--- src/rtl/rv_mc_controller_if.sv ---
// Control bundle between the multi-cycle controller and the RV32I datapath.
// The controller takes the master side; the datapath/decoder/memory side is
// the slave. Decoder fields and handshake inputs flow master-ward, all
// control strobes flow slave-ward.
interface rv_mc_controller_if #(
  parameter int unsigned CNT_W = 32
);
  logic [6:0]       opcode;
  logic [2:0]       funct3;
  logic [6:0]       funct7;
  logic             br_cond;
  logic             dmem_ready;
  logic             ir_we;
  logic             pc_we;
  logic             branch_taken;
  logic             jump;
  logic             regWrite;
  logic             alu_src_a;
  logic             alu_src_b;
  logic [2:0]       imm_sel;
  logic [3:0]       alu_ctrl;
  logic [1:0]       wb_sel;
  logic             dmem_req;
  logic             dmem_we;
  logic             halted;
  logic             illegal;
  logic [CNT_W-1:0] cycle_cnt;
  logic [CNT_W-1:0] instret_cnt;

  modport master (
    input  opcode, funct3, funct7, br_cond, dmem_ready,
    output ir_we, pc_we, branch_taken, jump, regWrite, alu_src_a, alu_src_b,
           imm_sel, alu_ctrl, wb_sel, dmem_req, dmem_we, halted, illegal,
           cycle_cnt, instret_cnt
  );

  modport slave (
    output opcode, funct3, funct7, br_cond, dmem_ready,
    input  ir_we, pc_we, branch_taken, jump, regWrite, alu_src_a, alu_src_b,
           imm_sel, alu_ctrl, wb_sel, dmem_req, dmem_we, halted, illegal,
           cycle_cnt, instret_cnt
  );
endinterface

--- src/rtl/rv_mc_controller.sv ---
// Multi-cycle RV32I control FSM: one instruction in flight, sequenced
// through fetch/decode/execute/memory/writeback.
// Optional performance counters are built when RV_MC_PERF_CNT_EN is defined;
// otherwise cycle_cnt/instret_cnt are tied to zero.
//
// state   | meaning
// FETCH   | load IR from combinational instruction memory
// DECODE  | classify opcode, latch class and ALU fields
// EXECUTE | ALU operands/op stable; branches resolve and retire here
// MEM     | data-memory request held until ready (optional timeout)
// WB      | register write and PC update
// HALT    | SYSTEM reached, sticky until reset
// TRAP    | illegal opcode or memory timeout, sticky until reset
module rv_mc_controller #(
  parameter int unsigned MAX_WAIT = 0,
  parameter int unsigned CNT_W    = 32
) (
  input  logic               clk,
  input  logic               reset,
  rv_mc_controller_if.master bus
);

  typedef enum logic [2:0] {
    S_FETCH, S_DECODE, S_EXECUTE, S_MEM, S_WB, S_HALT, S_TRAP
  } state_t;

  typedef enum logic [3:0] {
    C_RALU, C_IALU, C_LOAD, C_STORE, C_BRANCH, C_JAL, C_JALR, C_LUI, C_AUIPC
  } cls_t;

  localparam logic [3:0] ALU_ADD  = 4'd0;
  localparam logic [3:0] ALU_SUB  = 4'd1;
  localparam logic [3:0] ALU_SLL  = 4'd2;
  localparam logic [3:0] ALU_SLT  = 4'd3;
  localparam logic [3:0] ALU_SLTU = 4'd4;
  localparam logic [3:0] ALU_XOR  = 4'd5;
  localparam logic [3:0] ALU_SRL  = 4'd6;
  localparam logic [3:0] ALU_SRA  = 4'd7;
  localparam logic [3:0] ALU_OR   = 4'd8;
  localparam logic [3:0] ALU_AND  = 4'd9;
  localparam logic [3:0] ALU_PASS = 4'd10;

  // Wait timer is a down-counter loaded on the way into MEM; reaching zero
  // without ready on the last allowed MEM cycle means timeout.
  localparam int unsigned WAIT_W = (MAX_WAIT > 1) ? $clog2(MAX_WAIT) : 1;
  localparam logic [WAIT_W-1:0] WAIT_LD = WAIT_W'((MAX_WAIT > 0) ? MAX_WAIT - 1 : 0);

  state_t            state_q, state_d;
  cls_t              cls_q, dec_cls;
  logic [2:0]        f3_q;
  logic              f7b5_q;
  logic [WAIT_W-1:0] wait_q;
  logic              dec_ok, dec_sys;
  logic [3:0]        alu_op;
  logic [2:0]        imm_op;
  logic              unused_f7;

  // Only funct7[5] matters to this controller.
  assign unused_f7 = ^{bus.funct7[6], bus.funct7[4:0]};

  // Opcode classification used while in DECODE
  always_comb begin
    dec_cls = C_RALU;
    dec_ok  = 1'b1;
    dec_sys = 1'b0;
    case (bus.opcode)
      7'b0110011: dec_cls = C_RALU;
      7'b0010011: dec_cls = C_IALU;
      7'b0000011: dec_cls = C_LOAD;
      7'b0100011: dec_cls = C_STORE;
      7'b1100011: dec_cls = C_BRANCH;
      7'b1101111: dec_cls = C_JAL;
      7'b1100111: dec_cls = C_JALR;
      7'b0110111: dec_cls = C_LUI;
      7'b0010111: dec_cls = C_AUIPC;
      7'b1110011: dec_sys = 1'b1;
      default:    dec_ok  = 1'b0;
    endcase
  end

  // State register
  always_ff @(posedge clk) begin
    if (reset) state_q <= S_FETCH;
    else       state_q <= state_d;
  end

  // Instruction class and ALU fields, captured once per instruction in DECODE
  always_ff @(posedge clk) begin
    if (reset) begin
      cls_q  <= C_RALU;
      f3_q   <= 3'b000;
      f7b5_q <= 1'b0;
    end else if (state_q == S_DECODE) begin
      cls_q  <= dec_cls;
      f3_q   <= bus.funct3;
      f7b5_q <= bus.funct7[5];
    end
  end

  // Memory wait timer: load in EXECUTE, count down while MEM waits
  always_ff @(posedge clk) begin
    if (reset)
      wait_q <= '0;
    else if (state_q == S_EXECUTE)
      wait_q <= WAIT_LD;
    else if (state_q == S_MEM && !bus.dmem_ready && wait_q != '0)
      wait_q <= wait_q - WAIT_W'(1);
  end

  // Next-state logic
  always_comb begin
    state_d = state_q;
    case (state_q)
      S_FETCH:  state_d = S_DECODE;
      S_DECODE: begin
        if (dec_sys)     state_d = S_HALT;
        else if (!dec_ok) state_d = S_TRAP;
        else             state_d = S_EXECUTE;
      end
      S_EXECUTE: begin
        if (cls_q == C_BRANCH)                         state_d = S_FETCH;
        else if (cls_q == C_LOAD || cls_q == C_STORE) state_d = S_MEM;
        else                                           state_d = S_WB;
      end
      S_MEM: begin
        if (bus.dmem_ready)
          state_d = (cls_q == C_LOAD) ? S_WB : S_FETCH;
        else if (MAX_WAIT != 0 && wait_q == '0)
          state_d = S_TRAP;
      end
      S_WB:    state_d = S_FETCH;
      default: state_d = state_q;
    endcase
  end

  // ALU operation from latched class and function fields
  always_comb begin
    alu_op = ALU_ADD;
    case (cls_q)
      C_RALU, C_IALU: begin
        case (f3_q)
          3'b000:  alu_op = (cls_q == C_RALU && f7b5_q) ? ALU_SUB : ALU_ADD;
          3'b001:  alu_op = ALU_SLL;
          3'b010:  alu_op = ALU_SLT;
          3'b011:  alu_op = ALU_SLTU;
          3'b100:  alu_op = ALU_XOR;
          3'b101:  alu_op = f7b5_q ? ALU_SRA : ALU_SRL;
          3'b110:  alu_op = ALU_OR;
          default: alu_op = ALU_AND;
        endcase
      end
      C_BRANCH: alu_op = ALU_SUB;
      C_LUI:    alu_op = ALU_PASS;
      default:  alu_op = ALU_ADD;
    endcase
  end

  // Immediate format by class
  always_comb begin
    imm_op = 3'd0;
    case (cls_q)
      C_STORE:        imm_op = 3'd1;
      C_BRANCH:       imm_op = 3'd2;
      C_LUI, C_AUIPC: imm_op = 3'd3;
      C_JAL:          imm_op = 3'd4;
      default:        imm_op = 3'd0;
    endcase
  end

  // Control outputs decoded from state; forced low while reset is asserted
  always_comb begin
    bus.ir_we        = 1'b0;
    bus.pc_we        = 1'b0;
    bus.branch_taken = 1'b0;
    bus.jump         = 1'b0;
    bus.regWrite     = 1'b0;
    bus.alu_src_a    = 1'b0;
    bus.alu_src_b    = 1'b0;
    bus.imm_sel      = 3'd0;
    bus.alu_ctrl     = 4'd0;
    bus.wb_sel       = 2'd0;
    bus.dmem_req     = 1'b0;
    bus.dmem_we      = 1'b0;
    bus.halted       = 1'b0;
    bus.illegal      = 1'b0;
    if (!reset) begin
      case (state_q)
        S_FETCH: bus.ir_we = 1'b1;
        S_EXECUTE: begin
          bus.alu_src_a = (cls_q == C_AUIPC) || (cls_q == C_JAL);
          bus.alu_src_b = !((cls_q == C_RALU) || (cls_q == C_BRANCH));
          bus.imm_sel   = imm_op;
          bus.alu_ctrl  = alu_op;
          if (cls_q == C_BRANCH) begin
            bus.pc_we        = 1'b1;
            bus.branch_taken = bus.br_cond;
          end
          if (cls_q == C_JAL || cls_q == C_JALR) bus.jump = 1'b1;
        end
        S_MEM: begin
          bus.dmem_req = 1'b1;
          bus.dmem_we  = (cls_q == C_STORE);
          bus.pc_we    = bus.dmem_ready && (cls_q == C_STORE);
        end
        S_WB: begin
          bus.regWrite = 1'b1;
          bus.pc_we    = 1'b1;
          if (cls_q == C_JAL || cls_q == C_JALR) begin
            bus.jump   = 1'b1;
            bus.wb_sel = 2'd2;
          end else if (cls_q == C_LOAD) begin
            bus.wb_sel = 2'd1;
          end
        end
        S_HALT:  bus.halted  = 1'b1;
        S_TRAP:  bus.illegal = 1'b1;
        default: ;
      endcase
    end
  end

`ifdef RV_MC_PERF_CNT_EN
  logic [CNT_W-1:0] cycle_cnt_q, instret_cnt_q;
  logic             cnt_run;

  assign cnt_run = (state_q != S_HALT) && (state_q != S_TRAP);

  // Free-running cycle and retirement counters, frozen in HALT/TRAP
  always_ff @(posedge clk) begin
    if (reset) begin
      cycle_cnt_q   <= '0;
      instret_cnt_q <= '0;
    end else if (cnt_run) begin
      cycle_cnt_q <= cycle_cnt_q + CNT_W'(1);
      if (bus.pc_we) instret_cnt_q <= instret_cnt_q + CNT_W'(1);
    end
  end

  assign bus.cycle_cnt   = cycle_cnt_q;
  assign bus.instret_cnt = instret_cnt_q;
`else
  assign bus.cycle_cnt   = {CNT_W{1'b0}};
  assign bus.instret_cnt = {CNT_W{1'b0}};
`endif

endmodule

--- src/flat_wrapper.sv ---
// flat-port wrapper written by rule: the top's interface ports become plain ports
module rv_mc_controller_flat 
#(
  parameter int unsigned MAX_WAIT = 0,
  parameter int unsigned CNT_W    = 32
)
  (clk, reset, bus_opcode, bus_funct3, bus_funct7, bus_br_cond, bus_dmem_ready, bus_ir_we, bus_pc_we, bus_branch_taken, bus_jump, bus_regWrite, bus_alu_src_a, bus_alu_src_b, bus_imm_sel, bus_alu_ctrl, bus_wb_sel, bus_dmem_req, bus_dmem_we, bus_halted, bus_illegal, bus_cycle_cnt, bus_instret_cnt);
  rv_mc_controller_if #(.CNT_W(CNT_W)) bus_i ();
  input  logic clk;
  input  logic reset;
  input wire logic [$bits(bus_i.opcode)-1:0] bus_opcode;
  input wire logic [$bits(bus_i.funct3)-1:0] bus_funct3;
  input wire logic [$bits(bus_i.funct7)-1:0] bus_funct7;
  input wire logic [$bits(bus_i.br_cond)-1:0] bus_br_cond;
  input wire logic [$bits(bus_i.dmem_ready)-1:0] bus_dmem_ready;
  output wire logic [$bits(bus_i.ir_we)-1:0] bus_ir_we;
  output wire logic [$bits(bus_i.pc_we)-1:0] bus_pc_we;
  output wire logic [$bits(bus_i.branch_taken)-1:0] bus_branch_taken;
  output wire logic [$bits(bus_i.jump)-1:0] bus_jump;
  output wire logic [$bits(bus_i.regWrite)-1:0] bus_regWrite;
  output wire logic [$bits(bus_i.alu_src_a)-1:0] bus_alu_src_a;
  output wire logic [$bits(bus_i.alu_src_b)-1:0] bus_alu_src_b;
  output wire logic [$bits(bus_i.imm_sel)-1:0] bus_imm_sel;
  output wire logic [$bits(bus_i.alu_ctrl)-1:0] bus_alu_ctrl;
  output wire logic [$bits(bus_i.wb_sel)-1:0] bus_wb_sel;
  output wire logic [$bits(bus_i.dmem_req)-1:0] bus_dmem_req;
  output wire logic [$bits(bus_i.dmem_we)-1:0] bus_dmem_we;
  output wire logic [$bits(bus_i.halted)-1:0] bus_halted;
  output wire logic [$bits(bus_i.illegal)-1:0] bus_illegal;
  output wire logic [$bits(bus_i.cycle_cnt)-1:0] bus_cycle_cnt;
  output wire logic [$bits(bus_i.instret_cnt)-1:0] bus_instret_cnt;
  assign bus_i.opcode = bus_opcode;
  assign bus_i.funct3 = bus_funct3;
  assign bus_i.funct7 = bus_funct7;
  assign bus_i.br_cond = bus_br_cond;
  assign bus_i.dmem_ready = bus_dmem_ready;
  assign bus_ir_we = bus_i.ir_we;
  assign bus_pc_we = bus_i.pc_we;
  assign bus_branch_taken = bus_i.branch_taken;
  assign bus_jump = bus_i.jump;
  assign bus_regWrite = bus_i.regWrite;
  assign bus_alu_src_a = bus_i.alu_src_a;
  assign bus_alu_src_b = bus_i.alu_src_b;
  assign bus_imm_sel = bus_i.imm_sel;
  assign bus_alu_ctrl = bus_i.alu_ctrl;
  assign bus_wb_sel = bus_i.wb_sel;
  assign bus_dmem_req = bus_i.dmem_req;
  assign bus_dmem_we = bus_i.dmem_we;
  assign bus_halted = bus_i.halted;
  assign bus_illegal = bus_i.illegal;
  assign bus_cycle_cnt = bus_i.cycle_cnt;
  assign bus_instret_cnt = bus_i.instret_cnt;
  rv_mc_controller #(.MAX_WAIT(MAX_WAIT), .CNT_W(CNT_W)) u_core (.clk(clk), .reset(reset), .bus(bus_i));
endmodule
--- config.mk ---
export PLATFORM = sky130hd
export DESIGN_NAME = rv_mc_controller_flat
export DESIGN_NICKNAME = d
export VERILOG_FILES = /design/src/rtl/rv_mc_controller_if.sv /design/src/rtl/rv_mc_controller.sv /design/src/flat_wrapper.sv
export SDC_FILE = /design/constraint.sdc
export NUM_CORES = 1
export LEC_CHECK = 0
export ABC_CLOCK_PERIOD_IN_PS = 1760
export CAP_MARGIN = 20
export CORE_MARGIN = 4
export CORE_UTILIZATION = 36
export CTS_CLUSTER_DIAMETER = 40
export DETAILED_ROUTE_END_ITERATION = 8
export PLACE_DENSITY = 0.91
export SYNTH_ARGS = -nofsm -noshare
export SYNTH_HDL_FRONTEND = slang
export SYNTH_SLANG_ARGS = --single-unit
--- constraint.sdc ---
create_clock -name clk -period 1.76 [get_ports clk]
set_input_delay 0.264 -clock clk [delete_from_list [all_inputs] [get_ports clk]]
set_output_delay 0.264 -clock clk [all_outputs]
set_load 0.02 [all_outputs]
==> impl_results.md, run 1 <==
- Antenna-violating nets left: 0
- H-tree lvl count: 1
- Vias per cell: 4.54
- Die area: 5430 sq um
- WP data arrival: 1580 ps
- CP startpoint: u_core.cls_q[0]
- Syn Area/Cell: 6.96 sq um
- Max Cap Viol: 0
- DR pass1 iterations: 4
- Routability cong.: 0.863
- Crit. End Element: output pin
- Area after DPL: 1910 sq um
- Mapped Area: 1550 sq um
- Number of CTS-inserted buffers: 3
- Critical Path RT: 1500 ps
- Layout area overhead: 35.1%
- Pwr/cell area: 1070 nW/um^2
- Final instance area: 2100 sq um
- RSZ-0062 raised after global routing: yes
- Final Util: 51.3%
- Tmin final: 1850 ps
- CTS tree: yes
- #FFs+latches synth: 11
- Seq/Total Area, Yosys: 14.2%
- Via count: 1520
- Largest net degree at the start of global routing: 18
- Final setup fails: 4
- Unique masters post-synth: 44
- Drt drc: 0
- Clock latency on the worst-skew pair: 240 ps
- Type of the worst min-delay path: flop to flop
- Dpl ws: -748 ps
- Worst setup margin: -87.4 ps
- Core area: 4090 sq um
- Gr usage total: 14.1%
- Startpoint Class: flop
- 1st-iter DRT viols: 109
- Root Driver: clkbuf_8
- Final wirelength: 4030 microns
- First-pass GRT wire length: 5980 microns
- Final Max Tran Viols: 0
- Final HPWL DP: 3080 microns
- Outcome: complete, but fails checks
- Leakage: 0.967 nW
- Fmax: 0.541 GHz
- Residual overflow from global routing: 0
- Period utilization: 105%
- Mapped Cells: 223
- Clk sinks: 11
- Layout cell share with drive strength beyond 1: 31.2%
- Final Hold Viols: 0
- # IOs: 105
- Ant. Diodes: 0
- Max Root-Sink Buffers: 2
- Initial Util: 38.0%
- Crit-path max FO: 2
- Failing checks: setup timing
- Vias in the first global route: 1366
- Port buffer count: 34
- VDD IR-drop max: 423 uV
- Final routed wire length divided by cell count: 12.0 microns
- Initial antenna violation count: 0
- Die Height: 73.7 microns
- Die W: 73.7 microns
- Final TNS setup: -164 ps
- Reg clk slew, reported paths: 50 ps
- Crit path kind: flop to output pin
- Crit Reg-Reg Startpoint: u_core.state_q[0]
- Nets: 307
- HP Start: u_core.f7b5_q
- Final Skew: 4.10 ps
- FP Rows: 23
- Synthesis Warnings: 0
## power breakdown
part | total (mW) | leakage, nW | switching (mW) | internal, mW
registers | 0.393 | 0.0910 | 0.0594 | 0.334
logic | 1.60 | 0.853 | 0.868 | 0.727
clock network | 0.253 | 0.0228 | 0.0942 | 0.159
## registers in the layout, indices dropped and copies added, names as in the netlist
signal and cells:
u_core.cls_q 4, u_core.f3_q 3, u_core.state_q 3, u_core.f7b5_q 1
## critical path: stages, from the launching register on
cell and delay [ps]:
dfxtp_2 320, or4b_4 530, o21ai_2 80, nand3_2 90, a21oi_2 160, buf_4 160
## final cells by class
class                   count  area, sq um
fillers                   396         1990
multi-input cells         191         1110
repair buffers             75          643
flip-flops and latches     11          224
well taps                  50         62.6
clock buffers               4         45.0
inverters                   4         15.0
## stage by stage
step	total power [mW]	instances	hold WS, ps
5_1_grt	2.41	335	533
3_3_place_gp	1.71	324	467
2_1_floorplan	1.37	286	400
3_5_place_dp	1.74	324	480
6_report	2.24	335	484
4_1_cts	2.13	334	486
## layer usage
| layer | vias to the layer above | GRT usage [%] | wire, microns |
|---|---|---|---|
| met5 | - | 0 | 0 |
| met4 | 0 | 9.26 | 78 |
| li1 | 753 | - | - |
| met3 | 4 | 0.684 | 335 |
| met1 | 684 | 17.3 | 1590 |
| met2 | 79 | 23.7 | 2030 |
## layout by cell type, fill, tap and decap left out, types with 5 or more instances in the layout
cell	netlist	layout
o21ai_0	6	5
buf_6	1	9
nor2_1	19	16
nand2_1	17	17
a21oi_1	11	9
dfxtp_1	11	8
nor3_1	10	7
clkdlybuf4s50_1	0	13
buf_4	65	41
conb_1	1	64
## cells by family (layout without fill, tap and decap cells)
group / count (synthesis) / after routing / share of synthesized area (%)
other: 1 / 64 / 0.242
buffers and inverters: 84 / 83 / 37.0
multiplexers: 3 / 3 / 1.93
AND/OR/NAND/NOR: 85 / 85 / 29.7
AO/OA/AOI/OAI: 36 / 36 / 15.2
flip-flops: 11 / 11 / 14.2
XOR/XNOR: 3 / 3 / 1.69
## cells in the mapped netlist, drive strengths merged
cell    count  area share, %
or3         2           0.81
o31ai       2           0.97
inv         4           0.97
or4b        1           0.64
a41oi       1            1.0
or2         1           0.40
nor2b       5            2.0
a211o       1           0.56
nor4        2            1.2
conb        1           0.24
nor3       10            3.2
mux2i       3            1.9
o21bai      1           0.48
o32ai       2            1.1
nand3b      4            1.9
and3        4            1.6
xnor2       1           0.56
nor2       19            4.6
o21ai       7            2.3
a211oi      3            1.5
o211ai      1           0.48
clkbuf      8            1.9
nand2b      6            2.9
dfxtp      11             14
a31oi       3            1.2
nand2      17            4.1
a221oi      2            1.1
xor2        2            1.1
and4b       1           0.64
nand4b      1           0.56
or3b        2            1.1
and4        1           0.56
nor3b       2           0.97
nand3       5            1.6
nand4       2           0.81
a21boi      2           0.97
a21oi      11            3.5
buf        72             34
## repair_timing
item / in CTS / in global routing
gates cloned: 0 / 1
buffers inserted: 7 / 0
hold buffers: 0 / 0
resized for setup: 104 / 26
endpoints found under the setup margin: 20 / 19
pin swaps: 6 / 6
## worst paths after layout
kind                      to  cells after the start  slack, ps
min            u_core.f7b5_q                      2        480
min reg2reg    u_core.f7b5_q                      2        480
max reg2reg  u_core.cls_q[1]                      5        150
max                bus_pc_we                      5        -90
No activity file was read; power rests on OpenSTA's default activity.
==> run 2: changes to the inputs <==
--- a/config.mk
+++ b/config.mk
@@ -10,7 +10,9 @@
 export CORE_MARGIN = 4
 export CORE_UTILIZATION = 36
 export CTS_CLUSTER_DIAMETER = 40
+export CTS_CLUSTER_SIZE = 28
 export DETAILED_ROUTE_END_ITERATION = 8
+export GPL_TIMING_DRIVEN = 1
 export PLACE_DENSITY = 0.91
 export SYNTH_ARGS = -nofsm -noshare
 export SYNTH_HDL_FRONTEND = slang
==> results of run 2 <==
The final DEF is identical to that of run 1; final timing and power are the same.
